===== config.mk =====
export PLATFORM = sky130hd
export DESIGN_NAME = vga_term_flat
export DESIGN_NICKNAME = d
export VERILOG_FILES = /design/src/rtl/vga_term_pkg.sv /design/src/rtl/vga_term_if.sv /design/src/rtl/vga_term_cursor.sv /design/src/rtl/vga_term.sv /design/src/flat_wrapper.sv
export SDC_FILE = /design/constraint.sdc
export NUM_CORES = 1
export LEC_CHECK = 0
export CAP_MARGIN = 20
export CORE_MARGIN = 1.5
export CORE_UTILIZATION = 45
export DETAILED_ROUTE_END_ITERATION = 8
export GPL_TIMING_DRIVEN = 1
export PLACE_DENSITY = 0.82
export SYNTH_ARGS = -nofsm -noshare
export SYNTH_HDL_FRONTEND = slang
export SYNTH_HIERARCHICAL = 1
export SYNTH_SLANG_ARGS = --single-unit

===== constraint.sdc =====
create_clock -name clock -period 2.7 [get_ports clock]
set_clock_uncertainty 0.15 [all_clocks]
set_input_delay 0.405 -clock clock [delete_from_list [all_inputs] [get_ports clock]]
set_output_delay 0.405 -clock clock [all_outputs]
set_load 0.01 [all_outputs]

===== src/rtl/vga_term_pkg.sv =====
// Shared definitions for the text-mode terminal writer: geometry defaults,
// FSM states, control codes and character-memory word layout.
package vga_term_pkg;

   localparam int DEF_COLS = 70;
   localparam int DEF_ROWS = 30;

   localparam logic [7:0] CH_BS    = 8'h08;
   localparam logic [7:0] CH_LF    = 8'h0A;
   localparam logic [7:0] CH_CR    = 8'h0D;
   localparam logic [7:0] CH_SPACE = 8'h20;

   localparam int ADDR_ROW_LSB = 1;
   localparam int ADDR_COL_LSB = 6;
   localparam int DIN_FG_LSB   = 8;
   localparam int DIN_BG_LSB   = 11;

   typedef enum logic [1:0] {IDLE, WRITE, CLR_LINE, CLR_ALL} state_e;

   function automatic logic [31:0] mk_addr(logic [4:0] row, logic [6:0] col);
      logic [31:0] a;
      a = '0;
      a[ADDR_ROW_LSB +: 5] = row;
      a[ADDR_COL_LSB +: 7] = col;
      return a;
   endfunction

   function automatic logic [31:0] mk_din(logic [7:0] ch, logic [2:0] fg, logic [2:0] bg);
      logic [31:0] d;
      d = '0;
      d[7:0] = ch;
      d[DIN_FG_LSB +: 3] = fg;
      d[DIN_BG_LSB +: 3] = bg;
      return d;
   endfunction

   function automatic logic is_printable(logic [7:0] b);
      return (b >= 8'h20) && (b <= 8'h7E);
   endfunction

endpackage


===== src/rtl/vga_term_if.sv =====
// Byte-input handshake plus character-memory write port of the terminal.
interface vga_term_if;
   logic        char_valid;
   logic [7:0]  char_data;
   logic        char_ready;
   logic [2:0]  fg_color;
   logic [2:0]  bg_color;
   logic        clear_req;
   logic        sel;
   logic        we;
   logic [31:0] addr;
   logic [31:0] din;

   modport slave (
      input  char_valid, char_data, fg_color, bg_color, clear_req,
      output char_ready, sel, we, addr, din
   );

   modport master (
      output char_valid, char_data, fg_color, bg_color, clear_req,
      input  char_ready, sel, we, addr, din
   );
endinterface


===== src/rtl/vga_term_cursor.sv =====
// Cursor row/column counters with increment, backspace, carriage return,
// newline (row wraps to 0) and home controls.
module vga_term_cursor #(
   parameter int COLS = 70,
   parameter int ROWS = 30
) (
   input  logic       clock,
   input  logic       reset,
   input  logic       inc,
   input  logic       dec,
   input  logic       cr,
   input  logic       newline,
   input  logic       home,
   output logic [4:0] row,
   output logic [6:0] col
);
   localparam logic [6:0] LAST_COL = 7'(COLS - 1);
   localparam logic [4:0] LAST_ROW = 5'(ROWS - 1);

   always_ff @(posedge clock or posedge reset) begin
      if (reset) begin
         row <= '0;
         col <= '0;
      end else if (home) begin
         row <= '0;
         col <= '0;
      end else if (newline) begin
         col <= '0;
         row <= (row == LAST_ROW) ? 5'd0 : row + 5'd1;
      end else if (cr) begin
         col <= '0;
      end else if (inc) begin
         col <= (col == LAST_COL) ? 7'd0 : col + 7'd1;
      end else if (dec && col != 7'd0) begin
         col <= col - 7'd1;
      end
   end
endmodule


===== src/rtl/vga_term.sv =====
// Text terminal: turns accepted ASCII bytes into character-memory writes,
// handling wrap, newline line-clear, CR, backspace and full-screen clear.
module vga_term
   import vga_term_pkg::*;
#(
   parameter int COLS = DEF_COLS,
   parameter int ROWS = DEF_ROWS
) (
   input  logic       clock,
   input  logic       reset,
   vga_term_if.slave  bus,
   output logic [4:0] cursor_row,
   output logic [6:0] cursor_col,
   output logic       busy
);
   localparam logic [6:0] LAST_COL = 7'(COLS - 1);
   localparam logic [4:0] LAST_ROW = 5'(ROWS - 1);

   state_e      state, state_n;
   logic        clear_pend, pend_n;
   logic [2:0]  fg_q, fg_n, bg_q, bg_n;
   logic        wrap_q, wrap_n;
   logic [4:0]  clr_row, crow_n;
   logic [6:0]  clr_col, ccol_n;
   logic        sel_q, sel_n;
   logic [31:0] addr_q, addr_n, din_q, din_n;
   logic        inc, dec, cr, nl, home;

   vga_term_cursor #(.COLS(COLS), .ROWS(ROWS)) u_cursor (
      .clock(clock), .reset(reset), .inc(inc), .dec(dec), .cr(cr),
      .newline(nl), .home(home), .row(cursor_row), .col(cursor_col)
   );

   assign bus.char_ready = (state == IDLE) && !clear_pend;
   assign bus.sel  = sel_q;
   assign bus.we   = sel_q;
   assign bus.addr = addr_q;
   assign bus.din  = din_q;
   assign busy     = (state != IDLE);

   always_ff @(posedge clock or posedge reset) begin
      if (reset) begin
         state      <= IDLE;
         clear_pend <= 1'b0;
         fg_q       <= '0;
         bg_q       <= '0;
         wrap_q     <= 1'b0;
         clr_row    <= '0;
         clr_col    <= '0;
         sel_q      <= 1'b0;
         addr_q     <= '0;
         din_q      <= '0;
      end else begin
         state      <= state_n;
         clear_pend <= pend_n;
         fg_q       <= fg_n;
         bg_q       <= bg_n;
         wrap_q     <= wrap_n;
         clr_row    <= crow_n;
         clr_col    <= ccol_n;
         sel_q      <= sel_n;
         addr_q     <= addr_n;
         din_q      <= din_n;
      end
   end

   always_comb begin
      state_n = state;
      pend_n  = clear_pend | bus.clear_req;
      fg_n    = fg_q;
      bg_n    = bg_q;
      wrap_n  = wrap_q;
      crow_n  = clr_row;
      ccol_n  = clr_col;
      sel_n   = 1'b0;
      addr_n  = addr_q;
      din_n   = din_q;
      inc = 1'b0; dec = 1'b0; cr = 1'b0; nl = 1'b0; home = 1'b0;
      unique case (state)
         IDLE: begin
            if (clear_pend) begin
               state_n = CLR_ALL;
               crow_n  = '0;
               ccol_n  = '0;
            end else if (bus.char_valid) begin
               fg_n   = bus.fg_color;
               bg_n   = bus.bg_color;
               wrap_n = 1'b0;
               if (is_printable(bus.char_data)) begin
                  sel_n   = 1'b1;
                  addr_n  = mk_addr(cursor_row, cursor_col);
                  din_n   = mk_din(bus.char_data, bus.fg_color, bus.bg_color);
                  state_n = WRITE;
                  // Last column: hold the cursor and let WRITE issue the newline.
                  if (cursor_col == LAST_COL) wrap_n = 1'b1;
                  else inc = 1'b1;
               end else if (bus.char_data == CH_LF) begin
                  nl      = 1'b1;
                  ccol_n  = '0;
                  state_n = CLR_LINE;
               end else if (bus.char_data == CH_CR) begin
                  cr      = 1'b1;
                  state_n = WRITE;
               end else if (bus.char_data == CH_BS && cursor_col != 7'd0) begin
                  dec     = 1'b1;
                  sel_n   = 1'b1;
                  addr_n  = mk_addr(cursor_row, cursor_col - 7'd1);
                  din_n   = mk_din(CH_SPACE, bus.fg_color, bus.bg_color);
                  state_n = WRITE;
               end
            end
         end
         WRITE: begin
            if (wrap_q) begin
               nl      = 1'b1;
               ccol_n  = '0;
               state_n = CLR_LINE;
            end else begin
               state_n = IDLE;
            end
         end
         CLR_LINE: begin
            sel_n  = 1'b1;
            addr_n = mk_addr(cursor_row, clr_col);
            din_n  = mk_din(CH_SPACE, fg_q, bg_q);
            if (clr_col == LAST_COL) state_n = IDLE;
            else ccol_n = clr_col + 7'd1;
         end
         CLR_ALL: begin
            sel_n  = 1'b1;
            addr_n = mk_addr(clr_row, clr_col);
            din_n  = mk_din(CH_SPACE, fg_q, bg_q);
            if (clr_col == LAST_COL) begin
               ccol_n = '0;
               if (clr_row == LAST_ROW) begin
                  home    = 1'b1;
                  pend_n  = bus.clear_req;
                  state_n = IDLE;
               end else begin
                  crow_n = clr_row + 5'd1;
               end
            end else begin
               ccol_n = clr_col + 7'd1;
            end
         end
      endcase
   end
endmodule


===== src/flat_wrapper.sv =====
// flat-port wrapper written by rule: the top's interface ports become plain ports
module vga_term_flat import vga_term_pkg::*;
#(
   parameter int COLS = DEF_COLS,
   parameter int ROWS = DEF_ROWS
)
  (clock, reset, cursor_row, cursor_col, busy, bus_char_valid, bus_char_data, bus_fg_color, bus_bg_color, bus_clear_req, bus_char_ready, bus_sel, bus_we, bus_addr, bus_din);
  vga_term_if bus_i ();
  input  logic clock;
  input  logic reset;
  output logic [4:0] cursor_row;
  output logic [6:0] cursor_col;
  output logic busy;
  input wire logic [$bits(bus_i.char_valid)-1:0] bus_char_valid;
  input wire logic [$bits(bus_i.char_data)-1:0] bus_char_data;
  input wire logic [$bits(bus_i.fg_color)-1:0] bus_fg_color;
  input wire logic [$bits(bus_i.bg_color)-1:0] bus_bg_color;
  input wire logic [$bits(bus_i.clear_req)-1:0] bus_clear_req;
  output wire logic [$bits(bus_i.char_ready)-1:0] bus_char_ready;
  output wire logic [$bits(bus_i.sel)-1:0] bus_sel;
  output wire logic [$bits(bus_i.we)-1:0] bus_we;
  output wire logic [$bits(bus_i.addr)-1:0] bus_addr;
  output wire logic [$bits(bus_i.din)-1:0] bus_din;
  assign bus_i.char_valid = bus_char_valid;
  assign bus_i.char_data = bus_char_data;
  assign bus_i.fg_color = bus_fg_color;
  assign bus_i.bg_color = bus_bg_color;
  assign bus_i.clear_req = bus_clear_req;
  assign bus_char_ready = bus_i.char_ready;
  assign bus_sel = bus_i.sel;
  assign bus_we = bus_i.we;
  assign bus_addr = bus_i.addr;
  assign bus_din = bus_i.din;
  vga_term #(.COLS(COLS), .ROWS(ROWS)) u_core (.clock(clock), .reset(reset), .bus(bus_i), .cursor_row(cursor_row), .cursor_col(cursor_col), .busy(busy));
endmodule

==> metrics.yaml, run 1 <==
run_status:
  status: "finished clean"
timing:
  tightest_slew_ns: 0.589
  setup_tns_ns: 0
  slew_headroom: 0.606
  fin_crit_sh: 0.960
  maxSlewViolCount: 0
  hold_violations: 0
  fin_crit_ns: 2.59
  max_freq_mhz: 386
  rsz0062_at_grt: "no"
  setup_viol: 0
power_and_ir_drop:
  pwr-share-seq: 0.436
  power.density_nw_per_um2: 421
  p_leak_nw: 2.34
  p_int_mw: 1.63
  pwr-share-clk: 0.503
  pwr-share-comb: 0.061
  power.net_switching_mw: 0.468
  sw_frac_of_total: 0.223
  irDropWorstVdd_mv: 0.229
die:
  die_area_um2: 9130
  ioPinCount: 98
  rows: 33
  start_util: 0.467
  core_um2: 8260
  die_w_um: 95.6
  die_h_um: 95.6
logic_synthesis:
  ys_seq_elements: 61
  synth_area_um2: 3860
  synth_compound_area_frac: 0.167
  synth_edf_count: 0
  synth_area_per_cell_um2: 9.57
  synthMuxAreaShare: 0.0565
  ys_warn_count: 6
  synth_ff_type: "dfrtp_1"
  synth_top_family_by_area: "simple AND/OR/NAND/NOR gates"
  synth_xor_area_frac: 0.0250
  async_flop_share: 1.00
  synthCells: 403
  yosysUniqueCellTypes: 70
  yosys.area_share.adder: 0.0422
  synthSimpleGateAreaFrac: 0.207
  ys_seq_area_frac: 0.396
setup_path:
  critPathMaxFanout: 9
  rr_worst_depth: 9
  cp-end-kind: "register"
  slowest_stage: "clkdlybuf4s50_1"
  timing.rr.start: "u_core/u_cursor/col[0]"
  crit_type: "in2reg"
  cp_data_arrival_time_ns: 2.68
  worstPathRequired_ns: 2.79
  crit_path_cell_trace: "clkdlybuf4s50_1 -> and4_1 -> a41o_1 -> nor2_2 -> and2_2 -> nor2_1 -> a41o_4 -> and2_4 -> a211o_1"
  rrSetupSlack_ns: 0.17
  start_kind: "primary input"
  path_buf_inv: 1
  cpPeakStageDelay_ns: 0.50
  crit_family: "simple AND/OR/NAND/NOR gates"
  rr_endpoint: "u_core/u_cursor/col[4]"
clocking:
  clockRootBuffer: "clkbuf_8"
  clock-sinks: 61
  clock_latency_ns: 0.35
  cts_hold_buf: 0
  cts_max_level: 3
  clock_path_buffers: 2
  cts_tree: "yes"
  numCtsBuffers: 9
  path_clk_slew_ns: 0.08
global_routing:
  grt_pass1_wl_um: 15500
  antenna_found_initial: 0
  grt_remaining_overflow: 0
  grt_start_max_net_pins: 27
  track_usage: 0.221
  grt_pass1_vias: 3275
cells_and_area:
  syn_to_final_growth_pct: 29.0
  n_antenna_cell: 0
  fin_nets: 535
  utilization: 0.602
  final_common_cell: "dfrtp_1"
  drive_gt1_frac: 0.179
  layout_common_cells: "dfrtp_1 (61), clkdlybuf4s50_1 (59), nand2_1 (43), buf_4 (42), conb_1 (38)"
placed_design:
  port-buffer-count: 59
  dpl.hpwl_um: 7130
  gp_congestion: 0.902
worst_hold_path:
  hold_path.class: "in2async"
detailed_routing:
  drc: 0
  antenna_left: 0
  via_count: 3408
  wl_met3_um: 518
  drt_iter0_markers: 170
  top_layer_used: "met4"
  drt-met1-wl_um: 4220
  avgRoutedWirePerCell_um: 15.8
  drt_pass1_iterations: 5
  avgViaCountPerCell: 5.55
  met2_length_um: 4810
  routed_wl_um: 9720
job:
  drv_cap: 0
cells by family after synthesis:
group           after synthesis
fa+ha+maj                    13
other cells                   1
buf+inv                      65
flops                        61
simple gates                154
xor+xnor                     11
mux                          20
compound gates               78
worst max-delay path by stage:
stage	startpoint	cells after the start	to
after floorplan	bus_char_data[5]	10	u_core/u_cursor/col[4]
after global placement	bus_char_data[5]	9	u_core/u_cursor/col[4]
after detailed placement	bus_char_data[5]	9	u_core/u_cursor/col[4]
after CTS	bus_char_data[5]	9	u_core/u_cursor/col[4]
after global routing	u_core/state[1]	8	u_core/u_cursor/row[4]
final	bus_char_data[5]	9	u_core/u_cursor/col[4]
stage by stage:
step                instance area [µm²]  worst slack (ns)  total power [mW]  hold slack [ns]  std cells
floorplan                          4000            0.0665              1.03            0.120        440
global placement                   4710            -0.185              1.06            0.308        598
detailed placement                 4710            -0.294              1.06            0.315        598
CTS                                4970            0.0614              2.11            0.304        614
global route                       4970            0.0133              2.16            0.332        614
finish                             4970             0.109              2.10            0.293        614
layer usage:
layer,vias up,GRT usage
li1,1583,-
met1,1674,0.276
met2,131,0.373
met3,20,0.0439
met4,0,0.0870
met5,-,0
what timing repair did:
| item | in CTS | in global routing |
|---|---|---|
| resized for setup | 0 | 2 |
| buffers inserted | 0 | 0 |
| endpoints found under the setup margin | 0 | 3 |
| endpoints found under the hold margin | 0 | 0 |
flip-flops by register name, indices dropped and copies added, names as in the netlist, 2 cells and up:
register             count
u_core/bus.din          14
u_core/bus.addr         12
u_core/clr_col           7
u_core/u_cursor/col      7
u_core/clr_row           5
u_core/u_cursor/row      5
u_core/bg_q              3
u_core/fg_q              3
u_core/state             2
cell usage after synthesis (7+ instances only):
library cell  instances  area (µm²)
o21ai_0               8        40.0
nand3_1              15        75.1
mux2_2                9         101
ha_1                 13         163
inv_1                15        56.3
a211oi_1              8        60.1
nor2_1               34         128
mux2i_1               9        90.1
a21oi_1               7        35.0
nor3_1               17        85.1
dfrtp_1              61        1530
buf_4                40         300
nand2_1              43         161
power by group through the flow:
stage | registers [mW] | clock network [mW] | logic [mW]
2_1_floorplan | 0.931 | 0 | 0.102
3_3_place_gp | 0.931 | 0 | 0.126
3_5_place_dp | 0.931 | 0 | 0.127
4_1_cts | 0.913 | 1.07 | 0.128
5_1_grt | 0.913 | 1.11 | 0.142
6_report | 0.913 | 1.05 | 0.128
layout make-up:
| class | count | area, µm² |
|---|---|---|
| clock inverters | 5 | 106 |
| clock buffers | 11 | 151 |
| multi-input cells | 314 | 2070 |
| flip-flops and latches | 61 | 1530 |
| inverters | 16 | 60.1 |
| well taps | 105 | 131 |
| fillers | 693 | 3280 |
| repair buffers | 102 | 926 |
Note: power is estimated with default switching activity, not from simulation.
==> run 2, diff against run 1 <==
--- a/config.mk
+++ b/config.mk
@@ -5,12 +5,11 @@
 export SDC_FILE = /design/constraint.sdc
 export NUM_CORES = 1
 export LEC_CHECK = 0
-export CAP_MARGIN = 20
 export CORE_MARGIN = 1.5
-export CORE_UTILIZATION = 45
+export CORE_UTILIZATION = 50
 export DETAILED_ROUTE_END_ITERATION = 8
 export GPL_TIMING_DRIVEN = 1
-export PLACE_DENSITY = 0.82
+export PLACE_DENSITY = 0.86
 export SYNTH_ARGS = -nofsm -noshare
 export SYNTH_HDL_FRONTEND = slang
 export SYNTH_HIERARCHICAL = 1
==> constraint.sdc (replaced) <==
create_clock -name clock -period 2.4 [get_ports clock]
set_clock_uncertainty 0.15 [all_clocks]
set_input_delay 0.36 -clock clock [delete_from_list [all_inputs] [get_ports clock]]
set_output_delay 0.36 -clock clock [all_outputs]
set_load 0.01 [all_outputs]
==> run 2 against run 1 <==
  * Cell count is 0.49% higher
  * Via count is 0.65% higher
  * Flip-flop and latch count stayed put
  * Die area is 9.7% lower
  * Total power is 5.4% higher
  * Combinational power is 15% higher
  * Critical path depth stayed put
  * Largest power group is now sequential cells
==> metrics.yaml, run 2 (same netlist as run 1, synthesis figures left out) <==
setup_path:
  slowest_stage: "clkdlybuf4s50_1"
  worstPathRequired_ns: 2.53
  critPathMaxFanout: 3
  cp_common_cell: "buf_4"
  crit_path_cell_trace: "clkdlybuf4s50_1 -> buf_4 -> nand2_1 -> nor2_1 -> a32o_2 -> or3_4 -> buf_4 -> nor4_1 -> a211o_1"
  cpPeakStageDelay_ns: 0.50
  rr_endpoint: "u_core/u_cursor/col[4]"
  endpoint: "u_core/u_cursor/col[4]"
  cp_data_arrival_time_ns: 2.51
  cp-end-kind: "register"
  rr_worst_depth: 9
  start_kind: "primary input"
  rrSetupSlack_ns: 0.07
  crit_type: "in2reg"
  timing.rr.start: "u_core/u_cursor/col[1]"
  worstSetupStartpoint: "bus_char_valid"
timing:
  timing.hold.ws_ns: 0.213
  hold_violations: 0
  maxSlewViolCount: 0
  rsz0062_at_grt: "yes"
  setup_viol: 0
  fin_crit_sh: 0.995
  fin_crit_ns: 2.39
  tightest_slew_ns: 0.517
  postLayoutSetupSlackWorst_ns: 0.0113
  slew_headroom: 0.655
  max_freq_mhz: 419
cells_and_area:
  utilization: 0.692
  largest_register_ffs: 14
  final_common_cell: "dfrtp_1"
  layout_common_cells: "dfrtp_1 (60), clkdlybuf4s50_1 (55), buf_4 (50), nand2_1 (43), conb_1 (38)"
  drive_gt1_frac: 0.220
  syn_to_final_growth_pct: 32.2
  n_fill_cell: 560
  fin_nets: 544
  finalInstanceArea_um2: 5100
  n_antenna_cell: 0
clocking:
  clock-sinks: 61
  clockRootBuffer: "clkbuf_8"
  clock_path_buffers: 2
  cts_tree: "yes"
  clock_latency_ns: 0.34
  path_clk_slew_ns: 0.07
  cts_max_level: 3
  numCtsBuffers: 9
global_routing:
  antenna_found_initial: 0
  grt_start_max_net_pins: 25
  track_usage: 0.237
  grt_pass1_vias: 3237
  grt_pass1_wl_um: 15600
  grt_remaining_overflow: 0
run_status:
  status: "finished clean"
detailed_routing:
  avgRoutedWirePerCell_um: 15.9
  drt_iter0_markers: 337
  drt_pass1_iterations: 5
  routed_wl_um: 9780
  antenna_left: 0
  drc: 0
  via_count: 3430
  avgViaCountPerCell: 5.56
die:
  start_util: 0.523
  ioPinCount: 98
  die_w_um: 90.8
  core_um2: 7370
  die_area_um2: 8250
  rows: 31
  die_h_um: 90.8
placed_design:
  dpl.hpwl_um: 7170
  pre_cts_slack_ns: -0.333
  gp_congestion: 0.896
  port-buffer-count: 59
  placed_area_um2: 4780
power_and_ir_drop:
  irDropWorstVdd_mv: 0.256
  power.density_nw_per_um2: 433
  p_leak_nw: 2.43
job:
  drv_cap: 0
worst_hold_path:
  hold_start: "bus_char_data[0]"
  hold_path.class: "in2reg"
## run 2: changes by cell type in the layout (fill, tap and decap cells not counted), moves of 2 or more
cell | before | now
buf_4 | 42 | 50
clkdlybuf4s50_1 | 59 | 55
dlymetal6s2s_1 | 0 | 4
nor4_1 | 6 | 2
nor4_2 | 0 | 3
and2_4 | 1 | 3
clkinv_2 | 0 | 2
nor2_1 | 33 | 31
o31ai_1 | 6 | 4
o31ai_2 | 0 | 2
## run 2: critical path, delay by kind of cell
family,cells,cell delay [ns]
simple gates,4,0.89
buf+inv,3,0.85
compound gates,2,0.41
## run 2: report_power, final
group / leakage, nW / total, mW / switching [mW] / internal, mW
Sequential: 0.775 / 1.03 / 0 / 1.03
Clock: 0.116 / 1.03 / 0.395 / 0.638
Combinational: 1.53 / 0.147 / 0.0912 / 0.0557
Total: 2.43 / 2.21 / 0.486 / 1.72
## run 2: cell type report
type	instances	area (µm²)	share of cell area
inverters	16	65.1	0.0128
clock buffers	12	155	0.0304
repair buffers	111	1010	0.198
flip-flops and latches	61	1530	0.300
clock inverters	4	70.1	0.0137
multi-input cells	314	2150	0.421
well taps	99	124	0.0243
## run 2: how the worst min path moves through the flow
stage	end	depth (start not counted)
floorplan	u_core/u_cursor/col[1]	1
detailed placement	u_core/fg_q[0]	2
global placement	u_core/fg_q[0]	2
CTS	u_core/u_cursor/row[3]	2
global route	u_core/bus.din[0]	2
finish	u_core/bus.din[0]	2
## run 2: metrics by stage
step,TNS [ns],total power [mW],std cells
after floorplan,0,1.16,440
after global placement,-5.86,1.19,598
after detailed placement,-9.67,1.19,598
after CTS,0,2.22,614
after global routing,-0.130,2.28,617
final,0,2.21,617
## run 2: timing repair
item	4_1_cts	5_1_grt
hold buffers	0	0
hold endpoints to repair	0	0
endpoints found under the setup margin	0	16
gates resized for setup	0	18
setup buffers	0	3
## run 2: routing by layer
| metal | vias up | GRT usage | wire length, µm |
|---|---|---|---|
| met5 | - | 0 | 0 |
| met4 | 0 | 0.0599 | 193 |
| met3 | 28 | 0.0556 | 569 |
| met2 | 144 | 0.402 | 4940 |
| met1 | 1657 | 0.304 | 4080 |
| li1 | 1601 | - | - |
==> run 3, diff against run 2 <==
--- a/config.mk
+++ b/config.mk
@@ -6,10 +6,12 @@
 export NUM_CORES = 1
 export LEC_CHECK = 0
 export CORE_MARGIN = 1.5
-export CORE_UTILIZATION = 50
+export CORE_UTILIZATION = 51
+export CTS_BUF_LIST = sky130_fd_sc_hd__clkbuf_4
 export DETAILED_ROUTE_END_ITERATION = 8
+export GPL_ROUTABILITY_DRIVEN = 0
 export GPL_TIMING_DRIVEN = 1
-export PLACE_DENSITY = 0.86
+export PLACE_DENSITY = 0.88
 export SYNTH_ARGS = -nofsm -noshare
 export SYNTH_HDL_FRONTEND = slang
 export SYNTH_HIERARCHICAL = 1
==> run 3 against run 2 <==
  * Cell count stayed put
  * Largest cell class unchanged
  * Highest routed layer unchanged
  * Design area is 2.2% lower
  * Die area is 1.9% lower
  * First-iteration DRC count is 15% higher
  * Flip-flop and latch count stayed put
  * Critical path type unchanged
==> metrics.yaml, run 3 (same netlist as run 1, synthesis figures left out) <==
die:
  rows: 31
  core_um2: 7290
  die_w_um: 90.0
  ioPinCount: 98
  die_area_um2: 8090
  die_h_um: 90.0
  start_util: 0.529
detailed_routing:
  drt_pass1_iterations: 6
  drc: 0
  avgViaCountPerCell: 5.69
  antenna_left: 0
  avgRoutedWirePerCell_um: 15.9
  via_count: 3509
  routed_wl_um: 9790
  drt_iter0_markers: 387
global_routing:
  antenna_found_initial: 0
  track_usage: 0.245
  grt_pass1_vias: 3384
  grt_remaining_overflow: 0
  grt_pass1_wl_um: 16000
  grt_start_max_net_pins: 27
cells_and_area:
  n_antenna_cell: 0
  syn_to_final_growth_pct: 29.3
  n_fill_cell: 567
  instances_no_fill: 617
  final_common_cell: "dfrtp_1"
  layout_common_cells: "dfrtp_1 (60), clkdlybuf4s50_1 (55), buf_4 (49), nand2_1 (43), conb_1 (38)"
  drive_gt1_frac: 0.216
  largest_register_ffs: 14
  fin_nets: 544
  utilization: 0.684
power_and_ir_drop:
  irDropWorstVdd_mv: 0.181
  sw_frac_of_total: 0.267
  pwr-share-comb: 0.083
  p_int_mw: 1.31
  p_leak_nw: 2.38
  power.net_switching_mw: 0.478
  power.density_nw_per_um2: 359
  pwr-share-seq: 0.574
  pwr-share-clk: 0.344
timing:
  fin_crit_ns: 2.37
  max_freq_mhz: 422
  fin_crit_sh: 0.988
  timing.hold.ws_ns: 0.155
  setup_tns_ns: 0
  maxSlewViolCount: 0
  hold_violations: 0
  setup_viol: 0
  slew_headroom: 0.614
  tightest_slew_ns: 0.576
setup_path:
  start_kind: "primary input"
  critPathMaxFanout: 4
  cp-end-kind: "register"
  cp_data_arrival_time_ns: 2.54
  crit_type: "in2reg"
  worstPathRequired_ns: 2.57
clocking:
  clock_latency_ns: 0.41
  clockRootBuffer: "clkbuf_4"
  numCtsBuffers: 9
  cts_max_level: 3
  clock_path_buffers: 2
  cts_tree: "yes"
  path_clk_slew_ns: 0.11
  clock-sinks: 61
placed_design:
  dpl.hpwl_um: 7120
  port-buffer-count: 59
  dp_cells: 598
run_status:
  status: "finished clean"
job:
  drv_cap: 0
worst_hold_path:
  hold_path.class: "in2async"
==> run 3: what timing repair did <==
item	CTS	global route
setup buffers	0	3
hold buffers	0	0
resized for setup	1	15
pin swaps	0	3
endpoints found under the setup margin	1	15
==> run 3: final timing paths <==
check | from | to | slack, ns | cells after the start
setup reg to reg | u_core/u_cursor/col[0] | u_core/u_cursor/col[4] | 0.04 | 9
hold reg to reg | u_core/bg_q[0] | u_core/bg_q[0] | 0.34 | 2
max in group asynchronous | reset | u_core/bus.addr[6] | 1.40 | 3
setup / recovery | bus_char_data[6] | u_core/u_cursor/col[3] | 0.03 | 8
min in group clock | bus_char_data[0] | u_core/bus.din[0] | 0.16 | 2
hold / removal | reset | u_core/u_cursor/row[3] | 0.16 | 2
==> run 3: power groups by stage <==
| stage | logic, mW | clock network, mW | registers (mW) |
|---|---|---|---|
| 6_report | 0.148 | 0.615 | 1.03 |
| 4_1_cts | 0.147 | 0.628 | 1.03 |
| 5_1_grt | 0.161 | 0.683 | 1.03 |
| 3_3_place_gp | 0.142 | 0 | 1.05 |
| 3_5_place_dp | 0.145 | 0 | 1.05 |
| 2_1_floorplan | 0.116 | 0 | 1.05 |
==> run 3: final cells by class <==
type | instances | area, µm² | share of cell area
flip-flops and latches | 61 | 1530 | 0.306
inverters | 16 | 65.1 | 0.0130
well taps | 99 | 124 | 0.0248
clock inverters | 5 | 27.5 | 0.00552
multi-input cells | 314 | 2140 | 0.429
clock buffers | 11 | 82.6 | 0.0166
repair buffers | 111 | 1020 | 0.205
==> run 3: worst max-delay path: stages <==
cell and delay (ns):
clkdlybuf4s50_1 0.55, nor4_4 0.09, and4_1 0.23, a32o_1 0.24, or3_4 0.42, a41oi_4 0.29
nand2b_4 0.10, o31ai_1 0.25
==> run 3: routing by layer <==
metal / routed length, µm / GRT usage / vias to the layer above / part of all wire
li1: - / - / 1598 / -
met1: 4030 / 0.305 / 1705 / 0.41
met2: 4940 / 0.416 / 183 / 0.50
met3: 625 / 0.0499 / 23 / 0.064
met4: 197 / 0.0979 / 0 / 0.020
met5: 0 / 0 / - / 0
==> run 3: per-stage QoR <==
step	instance area, µm²	total power [mW]	setup WS, ns
2_1_floorplan	4050	1.16	0.0173
3_5_place_dp	4790	1.19	-0.344
4_1_cts	4910	1.80	0.00395
6_report	4990	1.79	0.0282
3_3_place_gp	4790	1.19	-0.247
5_1_grt	4990	1.87	-0.0103
